**src/rtl/pc_seq_pkg.sv**
```systemverilog
`default_nettype none
// +----------------------------------------------------------------------------+
// | Module  : pc_seq_pkg                                                       |
// | Purpose : Shared constants for the next-PC sequencer: FSM state encoding,  |
// |           target-generator select codes and parameter defaults.            |
// | Ports   : none (package)                                                   |
// | Rev     : 1.0  initial release                                             |
// +----------------------------------------------------------------------------+
package pc_seq_pkg;

  localparam int ADDR_W_DEF    = 6;
  localparam int RESET_VEC_DEF = 0;

  // FSM state encoding; also visible on the state_o debug port
  localparam logic [2:0] ST_IDLE     = 3'd0;
  localparam logic [2:0] ST_RUN      = 3'd1;
  localparam logic [2:0] ST_STALL    = 3'd2;
  localparam logic [2:0] ST_REDIRECT = 3'd3;
  localparam logic [2:0] ST_HALT     = 3'd4;

  // Target generator select
  localparam logic [1:0] SEL_HOLD   = 2'd0;
  localparam logic [1:0] SEL_INC    = 2'd1;
  localparam logic [1:0] SEL_BRANCH = 2'd2;
  localparam logic [1:0] SEL_JUMP   = 2'd3;

endpackage
`default_nettype wire

```
**src/rtl/pc_sequencer_target_gen.sv**
```systemverilog
`default_nettype none
// +----------------------------------------------------------------------------+
// | Module  : pc_target_gen                                                    |
// | Purpose : Combinational next-PC candidate mux: hold, increment, relative   |
// |           branch target (pc+1+offset) or absolute jump target.             |
// | Ports   : pc_cur     in  current PC                                        |
// |           branch_off in  signed word offset relative to pc_cur+1           |
// |           jump_tgt   in  absolute jump target                              |
// |           sel        in  SEL_HOLD / SEL_INC / SEL_BRANCH / SEL_JUMP        |
// |           target     out selected next PC                                  |
// | Rev     : 1.0  initial release                                             |
// +----------------------------------------------------------------------------+
module pc_target_gen
  import pc_seq_pkg::*;
#(
  parameter int ADDR_W = ADDR_W_DEF
) (
  input  logic [ADDR_W-1:0] pc_cur,
  input  logic [ADDR_W-1:0] branch_off,
  input  logic [ADDR_W-1:0] jump_tgt,
  input  logic [1:0]        sel,
  output logic [ADDR_W-1:0] target
);

  logic [ADDR_W-1:0] w_pc_inc;

  // Same-width addition wraps modulo 2**ADDR_W, which also makes the
  // two's-complement offset behave as a sign-extended value.
  assign w_pc_inc = pc_cur + ADDR_W'(1);

  always_comb begin
    target = pc_cur;
    case (sel)
      SEL_INC:    target = w_pc_inc;
      SEL_BRANCH: target = w_pc_inc + branch_off;
      SEL_JUMP:   target = jump_tgt;
      default:    target = pc_cur;
    endcase
  end

endmodule
`default_nettype wire

```
**src/rtl/pc_sequencer.sv**
```systemverilog
`default_nettype none
// +----------------------------------------------------------------------------+
// | Module  : pc_sequencer                                                     |
// | Purpose : Next-PC controller. Drives the PC register input every cycle and |
// |           sequences fetch through IDLE/RUN/STALL/REDIRECT/HALT.            |
// | Ports   : CLK, RST (sync, active high)                                     |
// |           start, stall, branch_taken, branch_off, jump, jump_tgt,          |
// |           halt_req                              request inputs             |
// |           pc_cur       in  PC register output                              |
// |           pc_next      out PC register input (combinational)               |
// |           fetch_valid  out instruction fetched at pc_cur is valid          |
// |           flush        out kill wrong-path instructions in IF/ID           |
// |           halted       out registered, high in HALT                        |
// |           state_o      out registered FSM state                            |
// | Rev     : 1.0  initial release                                             |
// +----------------------------------------------------------------------------+
module pc_sequencer
  import pc_seq_pkg::*;
#(
  parameter int ADDR_W    = ADDR_W_DEF,
  parameter int RESET_VEC = RESET_VEC_DEF,
  parameter int FLUSH_CYC = 1
) (
  input  logic              CLK,
  input  logic              RST,
  input  logic              start,
  input  logic              stall,
  input  logic              branch_taken,
  input  logic [ADDR_W-1:0] branch_off,
  input  logic              jump,
  input  logic [ADDR_W-1:0] jump_tgt,
  input  logic              halt_req,
  input  logic [ADDR_W-1:0] pc_cur,
  output logic [ADDR_W-1:0] pc_next,
  output logic              fetch_valid,
  output logic              flush,
  output logic              halted,
  output logic [2:0]        state_o
);

  localparam logic [ADDR_W-1:0] C_RESET_PC   = ADDR_W'(RESET_VEC);
  localparam logic [1:0]        C_FLUSH_LAST = 2'(FLUSH_CYC - 1);

  logic [2:0]        r_state;
  logic [2:0]        w_state_nxt;
  logic [1:0]        r_flush_cnt;
  logic              r_halted;
  logic [1:0]        w_sel;
  logic [ADDR_W-1:0] w_target;
  logic              w_redir_done;

  // Counter is cleared in every non-REDIRECT cycle, so it is always zero on
  // the first REDIRECT cycle.
  assign w_redir_done = (r_flush_cnt == C_FLUSH_LAST);

  // ---------------------------------------------------------------- state reg
  always_ff @(posedge CLK) begin
    if (RST) begin
      r_state     <= ST_IDLE;
      r_flush_cnt <= 2'd0;
      r_halted    <= 1'b0;
    end else begin
      r_state  <= w_state_nxt;
      r_halted <= (w_state_nxt == ST_HALT);
      if (r_state == ST_REDIRECT) begin
        r_flush_cnt <= r_flush_cnt + 2'd1;
      end else begin
        r_flush_cnt <= 2'd0;
      end
    end
  end

  // --------------------------------------------------------------- next state
  always_comb begin
    w_state_nxt = r_state;
    case (r_state)
      ST_IDLE: begin
        if (start) w_state_nxt = ST_RUN;
      end
      ST_RUN, ST_STALL: begin
        if (halt_req)                 w_state_nxt = ST_HALT;
        else if (jump || branch_taken) w_state_nxt = ST_REDIRECT;
        else if (stall)               w_state_nxt = ST_STALL;
        else                          w_state_nxt = ST_RUN;
      end
      ST_REDIRECT: begin
        // Only halt_req can cut a redirect short
        if (halt_req)          w_state_nxt = ST_HALT;
        else if (w_redir_done) w_state_nxt = ST_RUN;
      end
      ST_HALT:  w_state_nxt = ST_HALT;
      default:  w_state_nxt = ST_IDLE;
    endcase
  end

  // ------------------------------------------------------------ output decode
  always_comb begin
    w_sel       = SEL_HOLD;
    fetch_valid = 1'b0;
    flush       = 1'b0;
    case (r_state)
      ST_RUN, ST_STALL: begin
        if (halt_req) begin
          w_sel = SEL_HOLD;
        end else if (jump) begin
          w_sel = SEL_JUMP;
          flush = 1'b1;
        end else if (branch_taken) begin
          w_sel = SEL_BRANCH;
          flush = 1'b1;
        end else if (stall) begin
          w_sel = SEL_HOLD;
        end else begin
          // Also the stall-exit cycle: the held instruction issues now
          w_sel       = SEL_INC;
          fetch_valid = 1'b1;
        end
      end
      ST_REDIRECT: flush = 1'b1;
      default: ;
    endcase
    if (RST) begin
      fetch_valid = 1'b0;
      flush       = 1'b0;
    end
  end

  pc_target_gen #(
    .ADDR_W (ADDR_W)
  ) u_target_gen (
    .pc_cur     (pc_cur),
    .branch_off (branch_off),
    .jump_tgt   (jump_tgt),
    .sel        (w_sel),
    .target     (w_target)
  );

  // The PC register loads every edge, so reset must be forced onto its input
  assign pc_next = RST ? C_RESET_PC : w_target;
  assign halted  = r_halted;
  assign state_o = r_state;

endmodule
`default_nettype wire

```
**config.mk**
```make
export PLATFORM = sky130hd
export DESIGN_NAME = pc_sequencer
export DESIGN_NICKNAME = d
export VERILOG_FILES = /design/src/rtl/pc_seq_pkg.sv /design/src/rtl/pc_sequencer_target_gen.sv /design/src/rtl/pc_sequencer.sv
export SDC_FILE = /design/constraint.sdc
export NUM_CORES = 1
export LEC_CHECK = 0
export BUFFER_PORTS_ARGS = -buffer_cell sky130_fd_sc_hd__buf_2
export CAP_MARGIN = 20
export CORE_MARGIN = 2
export CORE_UTILIZATION = 42
export CTS_CLUSTER_DIAMETER = 40
export DETAILED_ROUTE_END_ITERATION = 10
export GPL_TIMING_DRIVEN = 0
export PLACE_DENSITY = 0.76
export SYNTH_ARGS = -nofsm -noshare
export SYNTH_HDL_FRONTEND = slang
export SYNTH_SLANG_ARGS = --single-unit
```
**constraint.sdc**
```tcl
create_clock -name CLK -period 2.5 [get_ports CLK]
set_clock_uncertainty 0.15 [all_clocks]
set_input_delay 0.5 -clock CLK [delete_from_list [all_inputs] [get_ports CLK]]
set_output_delay 0.5 -clock CLK [all_outputs]
set_load 0.03 [all_outputs]
```
==> results.sh, run 1 <==
export IMPL_p_per_area_mw_per_mm2=383
export IMPL_critical_path_max_stage_delay_ns=0.29
export IMPL_synth_top_area_share_pct=14.7
export IMPL_fp_row_count=15
export IMPL_start_util_pct=46.0
export IMPL_critPathSlowestCell="a211o_1"
export IMPL_path_cells="buf_8 > ha_4 > xor2_4 > ha_4 > a21o_1 > a21oi_2 > xor2_1 > a211o_1 > a211oi_4 > buf_6"
export IMPL_setup_violations=5
export IMPL_yosysUniqueCellTypes=36
export IMPL_start_kind="input port"
export IMPL_clock_latency_ns=0.25
export IMPL_relSlewSlack_pct=48.9
export IMPL_drtIter0Drc=24
export IMPL_critPathArrivalTime_ns=2.34
export IMPL_dp_hpwl_mm=1.95
export IMPL_fin_crit_sh_pct=120
export IMPL_dp_cells=169
export IMPL_netlist_top_cells_count="10 x a21oi_1, 10 x inv_1, 10 x nor2_1"
export IMPL_worstPathRequired_ns=1.85
export IMPL_grt_pass1_vias=951
export IMPL_via_count=995
export IMPL_ir_drop_v=0.000273
export IMPL_die_area_sq_mm=0.00232
export IMPL_drt_total_wl_mm=2.76
export IMPL_antenna_found_initial=0
export IMPL_routabilityCongestion=0.775
export IMPL_yosysWarningCount=0
export IMPL_die_h_microns=48.2
export IMPL_ctsHoldBuffers=0
export IMPL_synth_edf_count=0
export IMPL_syn_avg_cell_area_sq_um=7.52
export IMPL_min_period_ns=2.99
export IMPL_viasPerCell=5.59
export IMPL_rsz0062_at_grt="true"
export IMPL_drive_above_1_share_pct=47.7
export IMPL_synth_area_sq_um=820
export IMPL_finalHoldViolCount=0
export IMPL_grt_start_max_net_pins=11
export IMPL_cp_max_fo=3
export IMPL_final_cells=178
export IMPL_setup_slack_ns=-0.491
export IMPL_crit_type="input port to primary output"
export IMPL_finalMaxSlewViolations=0
export IMPL_numPortBuffers=35
export IMPL_final_util_pct=74.6
export IMPL_status="finished with violations"
export IMPL_diodes=0
export IMPL_clkTransAtPathRegs_ns=0.05
export IMPL_overflow=0
export IMPL_tightest_slew_ns=0.767
export IMPL_drtPass1Iterations=4
export IMPL_core_sq_mm=0.00178
export IMPL_path_buf_inv=2
export IMPL_synth_seq_cells=6
export IMPL_synth_fp_nets=142
export IMPL_max_cap_viol_count=0
export IMPL_synthCells=109
export IMPL_violations="setup timing"
export IMPL_hp_class="register to register"
export IMPL_endpoint_kind="primary output"
export IMPL_numCtsBuffers=3
export IMPL_final_nets=187
export IMPL_cts_buffer_depth=2
export IMPL_synth_top_area_cell="dfxtp_1"
export IMPL_drc=0
export IMPL_critPathTopFamily="compound AO/OA/AOI/OAI gates"
export IMPL_tritoncts="done"
export IMPL_cts_root_buf="clkbuf_4"
export IMPL_grt_usage_pct=27.2
export IMPL_grt_first_pass_wirelength_mm=4.28
export IMPL_synth_flop_cell="dfxtp_1"
export IMPL_route_antenna_remaining_nets=0
export IMPL_ys_seq_area_share_pct=14.7
export IMPL_cts_num_sinks=6
export IMPL_clock_fmax_ghz=0.334
export IMPL_io_pins=37
export IMPL_fp_dieW_microns=48.2
export IMPL_n_fill_cell=139
export IMPL_synth_area_leaders="dfxtp_1 15%, ha_1 11%, xnor2_1 6.4%, a21oi_1 6.1%, nor3_1 4.9%"
export IMPL_cp_common_cell="ha_4"
export IMPL_leakage_nw=0.569
export IMPL_cts_htree_levels=1
export IMPL_wl_per_cell_microns=15.5
export IMPL_synth_async_reset_ratio_pct=0
export IMPL_area_growth_pct=62.3
[kinds of logic after synthesis]
group,count (synthesis),synth area share [%]
and+or+nand+nor,36,23.1
AOI/OAI and AO/OA,32,25.8
buffers and inverters,16,8.86
xor gates and xnor gates,10,13.3
adders and majority gates,9,14.4
DFF,6,14.7
[worst reg2reg max path, delay by kind of cell, from the launching register on]
family / cells / cell delay [ns]
adder cells (fa/ha/maj): 1 / 0.35
flip-flops: 1 / 0.34
AO/OA/AOI/OAI: 1 / 0.15
buffers and inverters: 1 / 0.13
AND/OR/NAND/NOR: 1 / 0.06
[worst paths after layout]
check                                    start             end  cells after the start  slack [ns]
worst max-delay path                 pc_cur[0]      pc_next[4]                     10       -0.49
worst max register to register      state_o[1]      state_o[0]                      4        1.18
worst min register to register  r_flush_cnt[0]  r_flush_cnt[0]                      1        0.30
worst min-delay path            r_flush_cnt[0]  r_flush_cnt[0]                      1        0.30
[report_power, final]
group	leakage, nW	internal (mW)	switching, mW
combinational	0.504	0.138	0.166
sequential	0.0499	0.101	0.00457
clock	0.0150	0.0608	0.0396
total	0.569	0.300	0.210
[placed cells by master, fill, tap and decap left out, drive strengths merged, types with 2 or more instances in the layout]
cell / instances
a21oi: 10
nand3: 3
xor2: 2
xnor2: 7
o21ai: 4
or3: 2
a211oi: 3
inv: 10
nand2: 7
o21bai: 2
nor2b: 2
nor2: 10
buf: 42
a21o: 2
a221oi: 4
o22ai: 2
nor3: 9
dfxtp: 6
ha: 7
clkbuf: 8
[per-layer routing]
layer | share of wire [%] | wire [microns] | track usage [%] | vias up
li1 | - | - | - | 484
met1 | 41 | 1120 | 33.6 | 459
met2 | 52 | 1420 | 46.6 | 46
met3 | 5.2 | 142 | 5.19 | 6
met4 | 2.6 | 73 | 9.73 | 0
met5 | 0 | 0 | 0 | -
[through the flow]
step	worst slack, ns	setup TNS [ns]	cell area (sq um)	power [mW]	hold slack [ns]
global placement	-0.606	-2.17	1130	0.349	0.252
detailed placement	-0.639	-2.43	1130	0.358	0.300
floorplan	-0.328	-1.02	921	0.292	0.242
global route	-0.543	-2.15	1330	0.542	0.319
CTS	-0.457	-1.79	1290	0.495	0.307
finish	-0.491	-1.80	1330	0.510	0.304
[timing repair]
action / in CTS / in global routing
buffers inserted: 4 / 1
gates resized for setup: 22 / 6
pin swaps: 16 / 8
setup endpoints to repair: 6 / 6
endpoints found under the hold margin: 0 / 0
[final cells by class]
type	count	area, sq um	area share [%]
repair buffers	40	254	19.1
multi-input cells	87	817	61.4
well taps	25	31.3	2.35
flip-flops and latches	6	125	9.41
clock buffers	4	26.3	1.98
plain buffers	6	38.8	2.92
inverters	10	37.5	2.82
[flip-flops by register name, indices dropped and copies added, names as in the netlist]
name	flops
state_o	3
halted	1
r_flush_cnt	2
Power figures use the tool's default switching activity.
==> run 2, diff against run 1 <==
==> constraint.sdc (replaced) <==
create_clock -name CLK -period 2.5 [get_ports CLK]
set_clock_uncertainty 0.15 [all_clocks]
set_input_delay 0.5 -clock CLK [delete_from_list [all_inputs] [get_ports CLK]]
set_output_delay 0.5 -clock CLK [all_outputs]
set_load 0.1 [all_outputs]
==> results.sh, run 2 (same netlist as run 1, synthesis figures left out) <==
export IMPL_status="finished with violations"
export IMPL_violations="setup timing"
export IMPL_cts_htree_levels=1
export IMPL_numPortBuffers=35
export IMPL_start_kind="input port"
export IMPL_cts_root_buf="clkbuf_4"
export IMPL_tritoncts="done"
export IMPL_relSlewSlack_pct=37.9
export IMPL_path_buf_inv=2
export IMPL_clkTransAtPathRegs_ns=0.04
export IMPL_endpoint_kind="primary output"
export IMPL_whs_ns=0.260
export IMPL_cts_buffer_depth=2
export IMPL_fp_row_count=15
export IMPL_wl_met1_mm=1.11
export IMPL_drtIter0Drc=21
export IMPL_ir_drop_v=0.000410
export IMPL_largest_reg_flops=3
export IMPL_max_cap_viol_count=0
export IMPL_ctsHoldBuffers=0
export IMPL_start_util_pct=46.0
export IMPL_tightest_slew_ns=0.932
export IMPL_fin_crit_sh_pct=122
export IMPL_diodes=0
export IMPL_clock_latency_ns=0.25
export IMPL_critPathSlowestCell="a211oi_4"
export IMPL_crit_type="input port to primary output"
export IMPL_dp_hpwl_mm=1.84
export IMPL_die_h_microns=48.2
export IMPL_final_common_cell="buf_2"
export IMPL_numCtsBuffers=3
export IMPL_hp_class="register to register"
export IMPL_total_power_mw=0.603
export IMPL_worstPathRequired_ns=1.85
export IMPL_die_area_sq_mm=0.00232
export IMPL_grt_first_pass_wirelength_mm=4.10
export IMPL_rsz0062_at_grt="true"
export IMPL_via_count=1024
export IMPL_overflow=0
export IMPL_min_period_ns=3.05
export IMPL_drt_total_wl_mm=2.86
export IMPL_grt_usage_pct=25.6
export IMPL_grt_pass1_vias=916
export IMPL_final_cells=175
export IMPL_dp_cells=169
export IMPL_wl_met3_microns=215
export IMPL_pre_cts_ws_ns=-0.873
export IMPL_path_cells="buf_8 > ha_4 > xor2_4 > ha_4 > a21o_1 > a21oi_2 > xor2_1 > a211o_1 > a211oi_4 > buf_12"
export IMPL_final_cell_area_sq_mm=0.00140
export IMPL_setup_slack_ns=-0.555
export IMPL_viasPerCell=5.85
export IMPL_critical_path_max_stage_delay_ns=0.31
export IMPL_io_pins=37
export IMPL_area_growth_pct=70.8
export IMPL_core_sq_mm=0.00178
export IMPL_routed_wl_met2_mm=1.43
export IMPL_clock_fmax_ghz=0.327
export IMPL_critPathTopFamily="compound AO/OA/AOI/OAI gates"
export IMPL_routabilityCongestion=0.809
export IMPL_p_per_area_mw_per_mm2=431
export IMPL_top_layer="met4"
export IMPL_drc=0
export IMPL_route_antenna_remaining_nets=0
export IMPL_antenna_found_initial=0
export IMPL_fp_dieW_microns=48.2
export IMPL_cp_max_fo=3
export IMPL_dpl_instance_area_sq_mm=0.00117
export IMPL_regArea_sq_um=129
export IMPL_finalHoldViolCount=0
export IMPL_n_fill_cell=126
export IMPL_cts_num_sinks=6
export IMPL_final_nets=184
export IMPL_drive_above_1_share_pct=49.3
export IMPL_wl_per_cell_microns=16.3
export IMPL_drtPass1Iterations=5
export IMPL_grt_start_max_net_pins=11
export IMPL_cp_common_cell="ha_4"
export IMPL_leakage_nw=0.581
export IMPL_most_common_layout_cells="26 x buf_2, 10 x nor2_1, 9 x inv_1"
export IMPL_critPathArrivalTime_ns=2.40
export IMPL_multi_input_area_sq_um=850
export IMPL_setup_violations=6
export IMPL_finalMaxSlewViolations=0
-- run 2: cell count changes in the layout (fill, tap and decap cells not counted), sizes merged --
cell  change
buf       -3
-- run 2: power breakdown --
group	switching (mW)	total, mW	internal [mW]
Sequential	0.00435	0.105	0.101
Combinational	0.252	0.402	0.150
Clock	0.0356	0.0961	0.0605
-- run 2: timing repair --
action	4_1_cts	5_1_grt
pin swaps	11	8
buffers inserted	1	1
endpoints found under the setup margin	7	7
resized for setup	34	8
-- run 2: layout make-up --
cell class              count  area share (%)
well taps                  25            2.23
inverters                  10            2.86
repair buffers             37            20.4
flip-flops and latches      6            9.20
plain buffers               6            2.77
clock buffers               4            1.88
multi-input cells          87            60.7
-- run 2: layer usage --
layer  vias to the layer above  global-route usage (%)
li1                        476                       -
met1                       472                    31.0
met2                        64                    45.8
met3                        12                    6.67
met4                         0                    4.32
met5                         -                       0
-- run 2: stage by stage --
stage	util, %	TNS (ns)
global route	78.5	-2.93
CTS	76.3	-1.94
detailed placement	65.9	-3.81
finish	78.5	-2.48
floorplan	-	-3.99
global placement	65.9	-3.60
-- run 2: path summary, 6_finish.rpt --
check,start,end,slack (ns),cells past startpoint
worst max-delay path,pc_cur[0],pc_next[4],-0.55,10
worst min-delay path,r_flush_cnt[0],r_flush_cnt[0],0.26,1
worst min register to register,r_flush_cnt[0],r_flush_cnt[0],0.26,1
worst max register to register,state_o[1],state_o[0],1.19,4
